## src/rtl/mult_pkg.sv

```systemverilog
// Shared constants and enumerations for the radix-4 Booth sequential multiplier.
package mult_pkg;

  localparam int WIDTH_C = 32;
  localparam int EXT_C   = 34;
  localparam int ITER_C  = 16;

  // Controller states of the multiply unit
  typedef enum logic [1:0] {
    IDLE,
    RUN,
    DONE
  } mult_state_e;

  // Partial-product selection produced by the Booth recoder
  typedef enum logic [2:0] {
    B_ZERO,
    B_POS1,
    B_POS2,
    B_NEG1,
    B_NEG2
  } booth_sel_e;

endpackage

```

## src/rtl/booth_enc.sv

```systemverilog
// Radix-4 Booth recoder: maps the 3-bit multiplier window {b[i+1], b[i], b[i-1]}
// onto one of the five multiples of the multiplicand.
module booth_enc
  import mult_pkg::*;
(
  input  logic [2:0] window,
  output booth_sel_e sel
);

  // Pure decode of the overlapping window; 000 and 111 contribute nothing
  always_comb begin
    sel = B_ZERO;
    case (window)
      3'b001, 3'b010: sel = B_POS1;
      3'b011:         sel = B_POS2;
      3'b100:         sel = B_NEG2;
      3'b101, 3'b110: sel = B_NEG1;
      default:        sel = B_ZERO;
    endcase
  end

endmodule

```

## src/rtl/booth_mult_seq.sv

```systemverilog
// Sequential signed multiplier, radix-4 Booth, two multiplier bits retired per
// cycle. Returns the low WIDTH product bits, an overflow flag and a ready pulse.
module booth_mult_seq
  import mult_pkg::*;
#(
  parameter int WIDTH = WIDTH_C,
  parameter int ITER  = WIDTH / 2
)
(
  input  logic             clock,
  input  logic             reset,
  input  logic             ctrl_MULT,
  input  logic [WIDTH-1:0] data_operandA,
  input  logic [WIDTH-1:0] data_operandB,
  output logic [WIDTH-1:0] data_result,
  output logic             data_exception,
  output logic             data_resultRDY,
  output logic             busy
);

  // Two guard bits let the high half hold +-2 * (most negative operand) without wrapping
  localparam int EXT = WIDTH + 2;
  localparam int CW  = $clog2(ITER) + 1;
  localparam logic [CW-1:0] LAST = CW'(ITER - 1);

  mult_state_e state;
  logic [CW-1:0]    count;
  logic [EXT-1:0]   m;
  logic [EXT-1:0]   m2;
  logic [EXT-1:0]   h;
  logic [WIDTH-1:0] l;
  logic             q;

  booth_sel_e       sel;
  logic [EXT-1:0]   addend;
  logic             cin;
  logic [EXT-1:0]   h_sum;
  logic [EXT-1:0]   h_shift;
  logic [WIDTH-1:0] l_shift;
  logic             q_shift;
  logic [EXT:0]     sign_run;
  logic             overflow;

  booth_enc u_enc (
    .window ({l[1], l[0], q}),
    .sel    (sel)
  );

  // Selected multiple is added into the high half; subtraction is invert plus carry-in
  always_comb begin
    addend = '0;
    cin    = 1'b0;
    case (sel)
      B_POS1: addend = m;
      B_POS2: addend = m2;
      B_NEG1: begin
        addend = ~m;
        cin    = 1'b1;
      end
      B_NEG2: begin
        addend = ~m2;
        cin    = 1'b1;
      end
      default: addend = '0;
    endcase
    h_sum = h + addend + EXT'(cin);
  end

  // Arithmetic right shift by two of {h_sum, l, q}; the product is a pure sign
  // extension into the top bits only when all of H and L's MSB agree
  always_comb begin
    h_shift  = {{2{h_sum[EXT-1]}}, h_sum[EXT-1:2]};
    l_shift  = {h_sum[1:0], l[WIDTH-1:2]};
    q_shift  = l[1];
    sign_run = {h_shift, l_shift[WIDTH-1]};
    overflow = !((&sign_run) || !(|sign_run));
  end

  // Controller and datapath registers; a start is honoured in every state and a
  // start on the completion edge still lets the finishing operation report
  always_ff @(posedge clock) begin
    if (reset) begin
      state          <= IDLE;
      count          <= '0;
      m              <= '0;
      m2             <= '0;
      h              <= '0;
      l              <= '0;
      q              <= 1'b0;
      data_result    <= '0;
      data_exception <= 1'b0;
      data_resultRDY <= 1'b0;
      busy           <= 1'b0;
    end else begin
      data_resultRDY <= 1'b0;

      case (state)
        RUN: begin
          h     <= h_shift;
          l     <= l_shift;
          q     <= q_shift;
          count <= count + 1'b1;
          if (count == LAST) begin
            data_result    <= l_shift;
            data_exception <= overflow;
            data_resultRDY <= 1'b1;
            busy           <= 1'b0;
            state          <= DONE;
          end
        end
        DONE: begin
          state <= IDLE;
        end
        default: begin
          state <= IDLE;
        end
      endcase

      if (ctrl_MULT) begin
        m     <= {{2{data_operandA[WIDTH-1]}}, data_operandA};
        m2    <= {data_operandA[WIDTH-1], data_operandA, 1'b0};
        h     <= '0;
        l     <= data_operandB;
        q     <= 1'b0;
        count <= '0;
        busy  <= 1'b1;
        state <= RUN;
      end
    end
  end

endmodule

```

## config.mk

```make
export PLATFORM = sky130hd
export DESIGN_NAME = booth_mult_seq
export DESIGN_NICKNAME = d
export VERILOG_FILES = /design/src/rtl/mult_pkg.sv /design/src/rtl/booth_enc.sv /design/src/rtl/booth_mult_seq.sv
export SDC_FILE = /design/constraint.sdc
export NUM_CORES = 1
export LEC_CHECK = 0
export ABC_CLOCK_PERIOD_IN_PS = 4600
export BUFFER_PORTS_ARGS = -buffer_cell sky130_fd_sc_hd__buf_2
export CAP_MARGIN = 20
export CORE_MARGIN = 2
export CORE_UTILIZATION = 30
export CTS_CLUSTER_SIZE = 24
export DETAILED_ROUTE_END_ITERATION = 7
export SETUP_SLACK_MARGIN = 0.1
export SYNTH_ARGS = -nofsm -noshare
export SYNTH_HDL_FRONTEND = slang
export SYNTH_SLANG_ARGS = --single-unit
```

## constraint.sdc

```tcl
create_clock -name clock -period 4.6 [get_ports clock]
set_input_delay 0.92 -clock clock [delete_from_list [all_inputs] [get_ports clock]]
set_output_delay 0.92 -clock clock [all_outputs]
set_load 0.02 [all_outputs]
```

==> qor.yml, run 1 <==
maxSlewViolCount: 0
rr_worst_depth: 14
yosys-top-cells-area: "dfxtp_1, nand2_1, a21oi_1, nor2_1, ha_1"
drive_gt1_frac: 0.1796
slowest_delay_ns: 0.49
place_congestion: 0.9285
portBuffers: 101
crit_type: "reg2reg"
fin_skew_ns: 0.01210
start_util: 0.3042
gr-usage-all-layers: 0.1649
min-delay-start: "data_result[2]"
area_delta_synth_final_pct: 20.49
synth_cells: 1095
fin_crit_ns: 4.315
rows: 60
endpoint_kind: "register"
drtAntennaViolNets: 0
cpMostUsedCell: "a21o_1"
grt_overflow: 0
core_area_um2: 26800
antenna_found_initial: 0
cts.htree.levels: 4
nFillCells: 2803
synth_fp_nets: 1198
avgRoutedWirePerCell_um: 15.48
finalNonFillerCells: 1527
tightest_slew_ns: 0.9326
ys_ff_latch: 139
ys_warn_count: 0
critPathSlowestCell: "or4_1"
post-route-cell-area_um2: 9823
yosys.cell_types.count: 65
viasPerCell: 5.212
whs_ns: 0.4511
synth_top_cell_area_share: 0.3413
clkTransAtPathRegs_ns: 0.07
crit_buf_inv: 1
clock.fmax_mhz: 231.7
place_area_um2: 9039
clock_sinks: 139
synthesis.area_um2: 8153
diodes: 0
nets: 1276
grt_pass1_vias: 7268
finalHoldViolCount: 0
r2r_end: "data_exception"
io_pins: 102
crit_fanout: 22
status: "complete, no violations"
reg2reg_from: "l[1]"
p_leak_uw: 0.004085
min-delay-path-class: "reg2reg"
first_iter_violations: 608
clockBufferDepth: 2
crit_chain: "or3b_2 > buf_6 > o21ai_1 > ha_2 > a21o_1 > a21o_1 > a221o_2 > a211o_2 > nor2_1 > nand4b_1 > o311ai_1 > nand4_1 > or4_1 > o211a_1"
placed_cells: 1491
cap_violations: 0
rsz0062_at_grt: "no"
regArea_um2: 2788
cts-buffers-inserted: 17
cts-root-buf: "clkbuf_16"
irDropWorstVdd_mv: 0.2556
die_w_um: 168.9
clk_latency_ns: 0.44
setup_violations: 0
seq_area_frac_synth: 0.3413
worst-endpoint-required_ns: 4.93
regToRegSetupSlack_ns: 0.28
grt_pass1_wl_um: 37940
synth_edf_count: 0
grt_max_degree: 87
dieHeight_um: 168.9
cts_tree: "done"
vias: 7958
cts_hold_buf: 0
pwr_density_cell_nw_per_um2: 317.9
multi_input_area_um2: 5202
cp.arrival_ns: 4.65
hpwl_um: 16280
dr.pass1.iters: 5
cp_top_family: "compound AO/OA/AOI/OAI gates"
ys_async_sr_fraction: 0
syn_avg_cell_area_um2: 7.445
worstHoldEndpoint: "data_result[2]"
relSlewSlack: 0.3783
cp-start-kind: "register"
hold_path_depth: 2
finalCritPeriodShare: 0.9381
dieArea_um2: 28510
synth_top_area_cell: "dfxtp_1"
synth_ff_type: "dfxtp_1"
wl_um: 23640
drc_errors: 0
-- kinds of logic after synthesis --
family	count (synthesis)	synth area share
AO/OA/AOI/OAI	316	0.2317
multiplexers	34	0.04174
adder cells (fa/ha/maj)	36	0.05709
XOR/XNOR	57	0.06123
AND/OR/NAND/NOR	422	0.2233
buffers and inverters	91	0.04358
flip-flops	139	0.3413
-- Yosys cell counts, drive strengths merged, types with 3 or more instances --
| cell | count |
|---|---|
| a2111oi | 3 |
| a211o | 3 |
| a211oi | 15 |
| a21o | 9 |
| a21oi | 152 |
| a221oi | 4 |
| a22oi | 29 |
| a31oi | 7 |
| and2 | 4 |
| and3 | 6 |
| and4 | 4 |
| buf | 18 |
| clkbuf | 57 |
| dfxtp | 139 |
| ha | 34 |
| inv | 16 |
| mux2i | 34 |
| nand2 | 203 |
| nand2b | 5 |
| nand3 | 10 |
| nand4 | 11 |
| nand4b | 3 |
| nor2 | 131 |
| nor2b | 6 |
| nor3 | 10 |
| nor4 | 8 |
| o211a | 5 |
| o21a | 5 |
| o21ai | 61 |
| o21bai | 5 |
| o22ai | 3 |
| or2 | 3 |
| or3 | 6 |
| or4 | 4 |
| xnor2 | 14 |
| xor2 | 43 |
-- registers in the layout, indices dropped and copies added (netlist names) --
register	count
busy	1
count	5
data_exception	1
data_result	32
data_resultRDY	1
h	32
l	32
m2	32
q	1
state	2
-- per-layer routing --
layer | global-route usage | share of wire | vias up
li1 | - | - | 3988
met1 | 0.2415 | 0.50 | 3751
met2 | 0.2473 | 0.43 | 203
met3 | 0.02689 | 0.057 | 16
met4 | 0.04948 | 0.011 | 0
met5 | 0 | 0 | -
-- cells in the final DEF (no fill, tap or decap), drive strengths merged, types with 4 or more instances in the layout --
cell type,synthesis,final
nor3,10,10
nor2b,6,6
nand3,10,10
or3,6,6
nand2b,5,5
a31oi,7,7
dfxtp,139,139
nand2,203,203
ha,34,34
or4,4,4
clkbuf,57,17
buf,18,134
nor2,131,131
and3,6,6
nor4,8,8
and4,4,4
a21oi,152,152
o211a,5,5
o21ai,61,61
inv,16,26
nand4,11,11
a221oi,4,4
xor2,43,43
a22oi,29,29
and2,4,4
o21bai,5,5
mux2i,34,34
o21a,5,5
a211oi,15,15
xnor2,14,14
a21o,9,9
clkinv,0,4
-- stage by stage --
stage	TNS [ns]	setup WS, ns	util	power [µW]
after floorplan	0	0.2209	-	1625
after global placement	-0.003328	-0.003328	0.3373	1769
after detailed placement	-0.02291	-0.02291	0.3373	1772
after CTS	0	0.1063	0.3592	3134
after global routing	0	0.09703	0.3665	3269
final	0	0.2850	0.3665	3123
-- area by class of cell --
| class | count | share of cell area |
|---|---|---|
| timing repair buffer | 134 | 0.07833 |
| multi-input combinational | 865 | 0.5296 |
| tap | 341 | 0.04343 |
| clock buffer | 17 | 0.04331 |
| inverter | 16 | 0.006114 |
| sequential | 139 | 0.2838 |
| clock inverter | 15 | 0.01541 |
-- tightest hold or removal path: stages (launching register included) --
cell     delay [ns]
dfxtp_1        0.31
nand2_1        0.05
a21oi_1        0.05
-- report_power, final --
part	total (µW)	switching [µW]	internal, µW
registers	1290	41.3	1250
clock network	1350	629	722
logic	486	297	189
-- repair_timing --
action,CTS,global route
endpoints found under the setup margin,1,1
pin swaps,0,7
gates resized for setup,6,48
buffers inserted,0,4
-- worst max path at each step --
stage	startpoint	endpoint	slack, ns	depth (start not counted)
final	l[1]	data_exception	0.28	14
after global routing	l[1]	data_exception	0.1	14
after CTS	l[1]	data_exception	0.11	15
after detailed placement	l[1]	data_exception	-0.02	14
after global placement	l[1]	data_exception	-0.003	15
after floorplan	l[1]	data_exception	0.22	18
Power figures use the tool's default switching activity.
==> run 2, diff against run 1 <==
--- a/config.mk
+++ b/config.mk
@@ -5,9 +5,11 @@
 export SDC_FILE = /design/constraint.sdc
 export NUM_CORES = 1
 export LEC_CHECK = 0
+export ABC_AREA = 1
 export ABC_CLOCK_PERIOD_IN_PS = 4600
 export BUFFER_PORTS_ARGS = -buffer_cell sky130_fd_sc_hd__buf_2
 export CAP_MARGIN = 20
+export CORE_ASPECT_RATIO = 1.2
 export CORE_MARGIN = 2
 export CORE_UTILIZATION = 30
 export CTS_CLUSTER_SIZE = 24
==> run 2 against run 1 <==
Clock skew shrank 0.0016 ns. First-iteration DRC count grew 8.2%. Worst setup slack gained 0.54 ns. Cell area grew 4.7%. Cell count grew 24%. Die area grew 7.9%. Count of clock-buffer cells in the layout grew 2. Wire length grew 21%. Global-route usage grew 2.4 points. Synthesized area grew 8.0%. Clock power grew 4%.
==> qor.yml, run 2 <==
dr.pass1.iters: 8  # was 5
vias: 9430  # was 7958
place_congestion: 0.9834  # was 0.9285
ys_async_sr_fraction: 0  # unchanged
diodes: 0  # unchanged
drive_gt1_frac: 0.1292  # was 0.1796
clockBufferDepth: 2  # unchanged
fin_setup_tns_ns: 0  # unchanged
cp_top_family: "simple AND/OR/NAND/NOR gates"  # was compound AO/OA/AOI/OAI gates
core_area_um2: 28840  # was 26800 µm²
yosys.cell_types.count: 38  # was 65
ys_ff_latch: 139  # unchanged
synth_ff_type: "dfxtp_1"  # unchanged
final_common_cell: "nand2_1"  # unchanged
cts-buffers-inserted: 17  # unchanged
setup_ws_ns: 0.8253  # was 0.2850 ns
rsz0062_at_grt: "no"  # unchanged
grt_overflow: 0  # unchanged
maxSlewViolCount: 0  # unchanged
avgRoutedWirePerCell_um: 15.18  # was 15.48 µm
clkTransAtPathRegs_ns: 0.07  # about the same
critPathSlowestCell: "ha_1"  # was or4_1
cpMostUsedCell: "nand2_1"  # was a21o_1
ys_warn_count: 0  # unchanged
syn_avg_cell_area_um2: 6.229  # was 7.445 µm²
min-delay-path-class: "reg2reg"  # unchanged
grt_pass1_vias: 9262  # was 7268
cp.arrival_ns: 4.09  # was 4.65 ns
fin_crit_ns: 3.775  # was 4.315 ns
io_pins: 102  # unchanged
clk_latency_ns: 0.43  # was 0.44 ns
layout_common_cells: "nand2_1, nor2_1, inv_1"  # was nand2_1, a21oi_1, dfxtp_1
crit_buf_inv: 4  # was 1
synth_top_cell_area_share: 0.3159  # was 0.3413
cts-root-buf: "clkbuf_16"  # unchanged
cts_tree: "done"  # unchanged
rows: 68  # was 60
setup_violations: 0  # unchanged
tightest_slew_ns: 0.9530  # was 0.9326 ns
die_w_um: 160.4  # was 168.9 µm
area_delta_synth_final_pct: 16.80  # was 20.49%
seq_area_frac_synth: 0.3159  # was 0.3413
pwr_density_cell_nw_per_um2: 317.6  # was 317.9 nW/µm²
slowest_delay_ns: 0.38  # was 0.49 ns
worst-endpoint-required_ns: 4.92  # was 4.93 ns
portBuffers: 101  # unchanged
cp-start-kind: "register"  # unchanged
gr-usage-all-layers: 0.1894  # was 0.1649
nets: 1591  # was 1276
cts.htree.levels: 4  # unchanged
relSlewSlack: 0.3632  # was 0.3783
synthesis.area_um2: 8808  # was 8153 µm²
start_util: 0.3054  # was 0.3042
crit_type: "reg2reg"  # unchanged
crit_fanout: 19  # was 22
drtAntennaViolNets: 0  # unchanged
synth_common_cells: "nand2_1, nor2_1, inv_1"  # was nand2_1, a21oi_1, dfxtp_1
synth_edf_count: 0  # unchanged
first_iter_violations: 658  # was 608
cts_hold_buf: 0  # unchanged
grt_max_degree: 68  # was 87
finalNonFillerCells: 1886  # was 1527
hpwl_um: 21640  # was 16280 µm
dieArea_um2: 30750  # was 28510 µm²
grt_pass1_wl_um: 47090  # was 37940 µm
viasPerCell: 5.000  # was 5.212
drc_errors: 0  # unchanged
finalHoldViolCount: 0  # unchanged
placed_cells: 1854  # was 1491
irDropWorstVdd_mv: 0.2461  # was 0.2556 mV
antenna_found_initial: 0  # unchanged
synth_top_area_cell: "dfxtp_1"  # unchanged
cap_violations: 0  # unchanged
status: "complete, no violations"  # unchanged
cts_resized: 0  # was 6
synth_cells: 1414  # was 1095
crit_start: "l[0]"  # was l[1]
endpoint_kind: "register"  # unchanged
clock_sinks: 139  # unchanged
dieHeight_um: 191.7  # was 168.9 µm
reg2reg_from: "l[0]"  # was l[1]
dp_slack_ns: 0.8897  # was -0.02291 ns
fin_skew_ns: 0.01051  # was 0.01210 ns
yosys-top-cells-area: "dfxtp_1, nand2_1, nand3_1, nor2_1, inv_1"  # was dfxtp_1, nand2_1, a21oi_1, nor2_1, ha_1
p_leak_uw: 0.005134  # was 0.004085 µW
wl_um: 28630  # was 23640 µm
min-delay-start: "l[7]"  # was data_result[2]
clock.fmax_mhz: 264.9  # was 231.7 MHz
synth_fp_nets: 1517  # was 1198
post_cts_buffers: 0  # unchanged
finalCritPeriodShare: 0.8206  # was 0.9381
crit_chain: "nor2_1 > inv_1 > nor2_1 > inv_1 > buf_4 > nor2_1 > a221oi_1 > o21ai_0 > ha_1 > nand2_1 > inv_1 > a21oi_1 > nand2_1 > a21oi_1 > nand2_1 > nand2_1 > nand2_1 > nor2_1 > nand3_1 > nor2_1 > nand3_1 > nand2_1 > a21oi_2"  # was or3b_2 > buf_6 > o21ai_1 > ha_2 > a21o_1 > a21o_1 > a221o_2 > a211o_2 > nor2_1 > nand4b_1 > o311ai_1 > nand4_1 > or4_1 > o211a_1
synth_most_common_cell: "nand2_1"  # unchanged
nFillCells: 3163  # was 2803
[run 2: changes by cell type after synthesis, sizes merged, moves of 24 or more]
cell,change
a31oi,+24
nand2,+253
a21oi,-103
nand3,+120
nor2,+35
xor2,-34
inv,+149
a22oi,-29
o211ai,+28
mux2i,-34
[run 2: final timing paths]
check                                 endpoint  slack (ns)  cells past startpoint
worst max-delay path            data_exception        0.83                     23
worst min-delay path            data_result[5]        0.47                      2
worst max register to register  data_exception        0.83                     23
worst min register to register  data_result[5]        0.47                      2
[run 2: routing by layer]
layer | wire, µm | share of wire | global-route usage
met1 | 12330 | 0.43 | 0.2238
met2 | 13640 | 0.48 | 0.3334
met3 | 1656 | 0.058 | 0.03779
met4 | 1006 | 0.035 | 0.08177
met5 | 0 | 0 | 0
[run 2: layout make-up]
| type | instances | area [µm²] | area share |
|---|---|---|---|
| multi-input combinational | 1048 | 5190 | 0.5044 |
| sequential | 139 | 2783 | 0.2705 |
| inverter | 166 | 623.1 | 0.06056 |
| timing repair buffer | 116 | 618.1 | 0.06008 |
| tap | 385 | 481.7 | 0.04682 |
| clock buffer | 19 | 452.9 | 0.04402 |
| clock inverter | 13 | 140.1 | 0.01362 |
[run 2: power breakdown]
part           leakage [µW]  switching [µW]  internal [µW]
clock              0.000282             581            829
combinational       0.00371             368            187
sequential          0.00114            47.7           1260
total               0.00513             997           2270
[run 2: through the flow]
| step | util | hold WS (ns) | total power (µW) | area (µm²) |
|---|---|---|---|---|
| final | 0.3567 | 0.4652 | 3268 | 10290 |
| after global routing | 0.3567 | 0.4841 | 3426 | 10290 |
| after CTS | 0.3567 | 0.4696 | 3291 | 10290 |
| after detailed placement | 0.3362 | 0.4564 | 1877 | 9696 |
| after global placement | 0.3362 | 0.4498 | 1878 | 9696 |
| after floorplan | - | 0.4390 | 1699 | 8808 |
[run 2: worst reg2reg max path, stage by stage, from the launching register on]
cell and delay, ns:
dfxtp_1 0.34, nor2_1 0.06, inv_1 0.08, nor2_1 0.06, inv_1 0.20, buf_4 0.30
nor2_1 0.07, a221oi_1 0.20, o21ai_0 0.14, ha_1 0.38, nand2_1 0.18, inv_1 0.05
a21oi_1 0.24, nand2_1 0.16, a21oi_1 0.27, nand2_1 0.12, nand2_1 0.07, nand2_1 0.08
nor2_1 0.23, nand3_1 0.13, nor2_1 0.10, nand3_1 0.07, nand2_1 0.09, a21oi_2 0.05
[run 2: cell families (layout without fill, tap and decap cells)]
group                    after synthesis  count (layout)  share of synthesized area
buffers and inverters                227             314                    0.09773
adder cells (fa/ha/maj)               36              36                    0.05284
flip-flops                           139             139                     0.3159
XOR/XNOR                              15              15                    0.01492
AND/OR/NAND/NOR                      776             776                     0.3632
AO/OA/AOI/OAI                        221             221                     0.1554
